===== src/rtl/param_toggle_counter_pkg.sv =====
`default_nettype none
// ============================================================================
// Module      : param_toggle_counter_pkg
// Description : Shared count-mode encoding and default parameter constants
//               for the parameterised toggle counter and its checker.
// Revision    : 1.0 - initial release
// ============================================================================
package param_toggle_counter_pkg;

  // Count mode encoding; RSVD is treated as HOLD and flagged as an error.
  typedef enum logic [1:0] {
    MODE_UP   = 2'd0,
    MODE_DOWN = 2'd1,
    MODE_HOLD = 2'd2,
    MODE_RSVD = 2'd3
  } mode_e;

  localparam int c_def_width     = 4;
  localparam int c_def_max_count = 15;
  localparam bit c_def_toggle_en = 1'b1;

endpackage : param_toggle_counter_pkg
`default_nettype wire


===== src/rtl/param_toggle_counter_checker.sv =====
`default_nettype none
// ============================================================================
// Module      : count_checker
// Description : Protocol checker for the toggle counter. Flags an
//               out-of-range load and a reserved count mode, and keeps a
//               sticky error register. Usable as a stand-alone monitor.
// Revision    : 1.0 - initial release
// ============================================================================
module count_checker
  import param_toggle_counter_pkg::*;
#(
  parameter int WIDTH     = c_def_width,
  parameter int MAX_COUNT = c_def_max_count
) (
  input  logic             clk,
  input  logic             rst,
  input  logic             load,
  input  logic [WIDTH-1:0] load_val,
  input  logic             en,
  input  mode_e            mode,
  input  logic             clr_err,
  output logic             ovf_load,
  output logic             err
);

  localparam logic [WIDTH:0] c_max = (WIDTH+1)'(MAX_COUNT);

  logic w_rsvd_mode;
  logic w_new_err;
  logic r_err;

  // Error sources; mode is ignored while a load takes priority.
  always_comb begin
    ovf_load    = load && ({1'b0, load_val} > c_max);
    w_rsvd_mode = !load && en && (mode == MODE_RSVD);
    w_new_err   = ovf_load || w_rsvd_mode;
  end

  // Sticky error: a fresh error on this edge beats a clear request.
  always_ff @(posedge clk or posedge rst) begin
    if (rst) begin
      r_err <= 1'b0;
    end else if (w_new_err) begin
      r_err <= 1'b1;
    end else if (clr_err) begin
      r_err <= 1'b0;
    end
  end

  assign err = r_err;

endmodule : count_checker
`default_nettype wire


===== src/rtl/param_toggle_counter.sv =====
`default_nettype none
// ============================================================================
// Module      : param_toggle_counter
// Description : Up/down modulo-(MAX_COUNT+1) counter with synchronous load,
//               single-cycle wrap pulse, optional toggle-on-wrap flag and a
//               sticky protocol-error flag from the count_checker instance.
// Revision    : 1.0 - initial release
// ============================================================================
module param_toggle_counter
  import param_toggle_counter_pkg::*;
#(
  parameter int WIDTH     = c_def_width,
  parameter int MAX_COUNT = c_def_max_count,
  parameter bit TOGGLE_EN = c_def_toggle_en
) (
  input  logic             clk,
  input  logic             rst,
  input  logic             en,
  input  mode_e            mode,
  input  logic             load,
  input  logic [WIDTH-1:0] load_val,
  input  logic             clr_err,
  output logic [WIDTH-1:0] count,
  output logic             t,
  output logic             wrap,
  output logic             err
);

  // One extra bit so the increment past MAX_COUNT (even 2**WIDTH-1) and the
  // borrow below zero are both visible without wrapping silently.
  localparam logic [WIDTH:0] c_max = (WIDTH+1)'(MAX_COUNT);

  logic [WIDTH-1:0] r_count;
  logic             r_t;
  logic             r_wrap;
  logic [WIDTH-1:0] w_count_nxt;
  logic             w_t_nxt;
  logic             w_wrap_nxt;
  logic [WIDTH:0]   w_inc;
  logic [WIDTH:0]   w_dec;
  logic             w_ovf_load;

  count_checker #(
    .WIDTH     (WIDTH),
    .MAX_COUNT (MAX_COUNT)
  ) u_checker (
    .clk      (clk),
    .rst      (rst),
    .load     (load),
    .load_val (load_val),
    .en       (en),
    .mode     (mode),
    .clr_err  (clr_err),
    .ovf_load (w_ovf_load),
    .err      (err)
  );

  // Next-state datapath: load beats enabled counting, which beats hold.
  always_comb begin
    w_inc       = {1'b0, r_count} + 1'b1;
    w_dec       = {1'b0, r_count} - 1'b1;
    w_count_nxt = r_count;
    w_wrap_nxt  = 1'b0;
    w_t_nxt     = r_t;
    if (load) begin
      w_count_nxt = w_ovf_load ? c_max[WIDTH-1:0] : load_val;
    end else if (en && (mode == MODE_UP)) begin
      if (w_inc > c_max) begin
        w_count_nxt = '0;
        w_wrap_nxt  = 1'b1;
      end else begin
        w_count_nxt = w_inc[WIDTH-1:0];
      end
    end else if (en && (mode == MODE_DOWN)) begin
      if (w_dec[WIDTH]) begin
        w_count_nxt = c_max[WIDTH-1:0];
        w_wrap_nxt  = 1'b1;
      end else begin
        w_count_nxt = w_dec[WIDTH-1:0];
      end
    end
    if (w_wrap_nxt && TOGGLE_EN) begin
      w_t_nxt = ~r_t;
    end
  end

  // Output registers; reset clears them immediately without a clock.
  always_ff @(posedge clk or posedge rst) begin
    if (rst) begin
      r_count <= '0;
      r_t     <= 1'b0;
      r_wrap  <= 1'b0;
    end else begin
      r_count <= w_count_nxt;
      r_t     <= w_t_nxt;
      r_wrap  <= w_wrap_nxt;
    end
  end

  assign count = r_count;
  assign t     = r_t;
  assign wrap  = r_wrap;

endmodule : param_toggle_counter
`default_nettype wire


===== config.mk =====
export PLATFORM = sky130hd
export DESIGN_NAME = param_toggle_counter
export DESIGN_NICKNAME = d
export VERILOG_FILES = /design/src/rtl/param_toggle_counter_pkg.sv /design/src/rtl/param_toggle_counter_checker.sv /design/src/rtl/param_toggle_counter.sv
export SDC_FILE = /design/constraint.sdc
export NUM_CORES = 1
export LEC_CHECK = 0
export BUFFER_PORTS_ARGS = -buffer_cell sky130_fd_sc_hd__buf_2
export CORE_AREA = 2 2 39 41
export DETAILED_ROUTE_END_ITERATION = 10
export DIE_AREA = 0 0 41 43
export PLACE_DENSITY = 0.68
export SYNTH_ARGS = -nofsm -noshare
export SYNTH_HDL_FRONTEND = slang
export SYNTH_SLANG_ARGS = --single-unit

===== constraint.sdc =====
create_clock -name clk -period 2.1 [get_ports clk]
set_input_delay 0.42 -clock clk [delete_from_list [all_inputs] [get_ports clk]]
set_output_delay 0.42 -clock clk [all_outputs]
set_load 0.03 [all_outputs]

# Word-level counts from Yosys, hierarchy flattened
# Index checks and enable logic that the tools add are counted.
[op_classes]
addsub = 2
magnitude_cmp = 1
eq_ne = 2
n_mux = 12
bitwise = 1
n_reduce_logical = 8
[ops]
columns = ["operator", "n"]
rows = [
  ["$mux 4", 5],
  ["$mux 1", 7],
  ["$add 4x1->5 const B", 1],
  ["$gt 5x4->1 const B", 1],
  ["$sub 4x1->5 const B", 1],
  ["$logic_and 1x1->1", 4],
  ["$reduce_bool 3->1", 1],
  ["$eq 2x1->1 const B", 1],
  ["$eq 2x2->1 const B", 1],
  ["$logic_not 2->1", 1],
  ["$reduce_bool 2->1", 1],
  ["$logic_not 1->1", 1],
  ["$not 1->1", 1],
]
[totals]
regBits = 7
output_inout_bits = 7
word_cells = 30

# Logic depth before layout (Yosys ltp)
[depth]
word_depth = 5
depth_mapped = 6

# Modules after synthesis
# Synthesis repeated with hierarchy kept, for this count alone.
[hier_totals]
hier_cells = 58
hier_area_um2 = 559.3
[modules_own_cells]
columns = ["mod", "instances", "cells_per_inst", "area_each_um2", "seq_area_each_um2"]
rows = [
  ["param_toggle_counter", 1, 51, 501.7, 150.1],
  ["count_checker", 1, 7, 57.6, 25.0],
]

# Least setup slack after synthesis
# Ideal clock, no wire load.
[synth_timing]
path_type = "flip-flop to flip-flop"
start = "register r_count[0], in the netlist count[0]"
end = "register r_t, in the netlist t"
setup_ps = 80
arrival_ps = 1807
required_time_ps = 2020
path_slack_ps = 213
path_stages_with_launch = 7
path_cell_list = "dfrtp_1 -> inv_1 -> ha_1 -> or3b_4 -> a211oi_2 -> a21boi_2 -> xor2_1"
[synth_between]
elab_chain_cells = 5
word_cells_on_any_way = 8
[synth_rtl]
columns = ["element", "line", "text"]
rows = [
  ["start: declaration", "param_toggle_counter.sv:33", "logic [WIDTH-1:0] r_count;"],
  ["start signal: assignment", "param_toggle_counter.sv:94", "r_count <= w_count_nxt;"],
  ["$add 4x1->5 / $sub 4x1->5 (equally long branches)", "param_toggle_counter.sv:60, param_toggle_counter.sv:61", ""],
  ["$gt 5x4->1 / $mux 1 (equally long branches)", "param_toggle_counter.sv:68, param_toggle_counter.sv:75", ""],
  ["$mux 1, on equally long branches", "param_toggle_counter.sv:68, param_toggle_counter.sv:74", ""],
  ["$mux 1 (*)", "param_toggle_counter.sv:67", "end else if (en && (mode == MODE_UP)) begin"],
  ["$mux 1 (*)", "param_toggle_counter.sv:65", "if (load) begin"],
  ["named net w_wrap_nxt", "param_toggle_counter.sv:38", "logic w_wrap_nxt;"],
  ["end signal: assignment", "param_toggle_counter.sv:95", "r_t <= w_t_nxt;"],
  ["end: declaration", "param_toggle_counter.sv:34", "logic r_t;"],
]
# The timed path passes the listed nets; every way through them passes the cells marked *.
# A chain may end at the register's enable or synchronous reset.

# Worst setup path in the final report
# Ends and elaborated chain as after synthesis.

==> impl_metrics.ini <==
[synth]
synthFlopType = dfrtp_1
syn-num-nets = 74
synth_warnings = 0
synth-edff-count = 0
ys_seq_area_share_pct = 31.4
syn_inst = 60
avgSynthCellArea_sq_um = 9.30
async_flop_share_pct = 100
synth_seq_cells = 7
syn_area_sq_um = 558
synthDistinctLibCells = 33

[worst_setup_path]
cp_cell_sequence = inv_1, ha_1, or3b_4, a211oi_2, a21boi_2, xor2_1
crit_buf_inv = 1
path_delay_family = compound AO/OA/AOI/OAI gates
end_kind = flip-flop
regToRegSetupSlack_ns = 0.37
cp-start-kind = flip-flop
crit_required_ns = 2.30
critPathMaxStageDelay_ns = 0.40
path_max_fanout = 4
reg2reg_depth = 6
crit_type = reg -> reg
r2r-end = t
cp.arrival_ns = 1.93
slowest_stage = or3b_4
r2r_start = count[0]

[clocking]
cts_tree = done
cts-resized-gates = 0
post_cts_buffers = 0
cts.sinks = 7
postCtsHoldBufs = 0
clock_latency_ns = 0.27
path_clk_slew_ns = 0.06
cts_root_buf = clkbuf_4
htreeDepth = 1
clockBufferDepth = 2
cts_made_buffers = 3

[grt]
antenna_found_initial = 0
grt_max_degree = 10
grt_pass1_vias = 503
grt.overflow.total = 0
grt_usage_pct = 18.8
grt_pass1_wl_um = 2240

[place]
hpwl_um = 1070
io_buffers = 17
place_area_sq_um = 663
gp_congestion = 0.860

[timing]
hold_viol = 0
tightest_slew_ns = 0.348
setup_viol = 0
max-slew-margin-rel_pct = 76.7
hold_slack_ns = 0.0730
fin_crit_ns = 1.73
drv_slew = 0
rsz0062_at_grt = no
fin_skew_ns = 0.00556
fin_setup_tns_ns = 0
max_freq_mhz = 577
post-route-period-util_pct = 82.5

[detailed_routing]
totalWireLength_um = 1360
ant_nets = 0
drt_pass1_iterations = 4
routedWlPerCell_um = 13.8
dr_total_vias = 539
drc = 0
drt_iter0_markers = 15
routed_via_density = 5.50

[power]
clockPowerShare_pct = 27.3
intPower_uw = 304
pwr-share-seq_pct = 34.5
ir_worst_vdd_v = 0.000292
p_sw_share_pct = 40.5
powerDensity_nw_per_um2 = 742
switching_power_uw = 207
total_leakage_power_nw = 0.340
pwr-share-comb_pct = 38.2

[flow_run]
cap_viol_max_count = 0

[outcome]
status = finished, final reports clean

[cells_and_area]
layout.nets = 97
fillCellCount = 152
drive_above_1_share_pct = 37.8
antenna_cells = 0
areaGrowthSynthToFinish_pct = 23.5
finish.utilization_pct = 49.8
postLayoutCellArea_sq_um = 689

[floorplan]
die_area_sq_um = 1760
fp.dieH_um = 43
die_x_um = 41
ios = 18
rows = 14
initial_core_util_pct = 40.3
design.core.area_sq_um = 1380

[min_path]
hp-class = in -> async
-- cells in the mapped netlist, drive strengths merged, types with 2 or more instances --
master	n	area, sq um
nand3	3	15.0
a31oi	2	12.5
o22ai	2	12.5
a22oi	2	15.0
o2111ai	2	17.5
o211ai	2	15.0
inv	5	18.8
nor2	3	11.3
nand2	5	18.8
ha	3	37.5
dfrtp	7	175
buf	2	22.5
xor2	2	17.5
-- cell type report --
class / count / area [sq um] / area share (%)
Clock buffer: 4 / 26.3 / 3.81
Inverter: 5 / 18.8 / 2.72
Multi-Input combinational cell: 46 / 342 / 49.5
Sequential cell: 7 / 175 / 25.4
Tap cell: 16 / 20.0 / 2.90
Timing Repair Buffer: 20 / 108 / 15.6
-- worst max path at each step --
stage,start,endpoint,cells past startpoint
after CTS,count[0],t,6
after floorplan,count[0],t,6
after global routing,count[0],t,6
final,count[0],t,6
after global placement,count[0],t,6
after detailed placement,count[0],t,6
-- registers in the layout, summed over array words and instances, names as in the netlist --
signal / cells
count: 4
u_checker.err: 1
t: 1
wrap: 1
-- metrics by stage --
stage / total power, mW / std cells / setup slack, ns
3_3_place_gp: 0.370 / 94 / 0.427
5_1_grt: 0.542 / 98 / 0.212
2_1_floorplan: 0.317 / 60 / 0.213
4_1_cts: 0.509 / 98 / 0.364
6_report: 0.511 / 98 / 0.367
3_5_place_dp: 0.374 / 94 / 0.385
-- power groups by stage --
stage / Sequential, mW / Clock, mW / Combinational, mW
after floorplan: 0.219 / 0 / 0.0973
after global placement: 0.178 / 0 / 0.192
after detailed placement: 0.179 / 0 / 0.196
after CTS: 0.176 / 0.136 / 0.196
after global routing: 0.181 / 0.147 / 0.215
final: 0.176 / 0.140 / 0.195
-- layout by cell type, fill, tap and decap left out, types with 2 or more instances in the layout --
master	count
ha_1	3
a22oi_1	2
nand2_1	5
inv_1	5
buf_4	3
o22ai_1	2
nor2_1	3
dfrtp_1	7
o211ai_1	2
buf_2	17
xor2_1	2
o2111ai_1	2
clkbuf_4	3
nand3_1	3
a31oi_1	2
-- cells by family after synthesis --
kind of cell / count (synthesis) / synth area share, %
simple gates: 20 / 20.2
compound gates: 18 / 25.8
flops: 7 / 31.4
xor+xnor: 3 / 4.71
mux: 2 / 3.81
fa+ha+maj: 3 / 6.73
buf+inv: 7 / 7.40
-- layer usage --
layer	vias up	track usage [%]	share of wire [%]
met3	3	4.71	6.3
met4	0	6.00	1.4
met2	19	29.4	50
met5	-	0	0
li1	267	-	-
met1	250	24.4	42
Note: power is estimated with default switching activity, not from simulation.
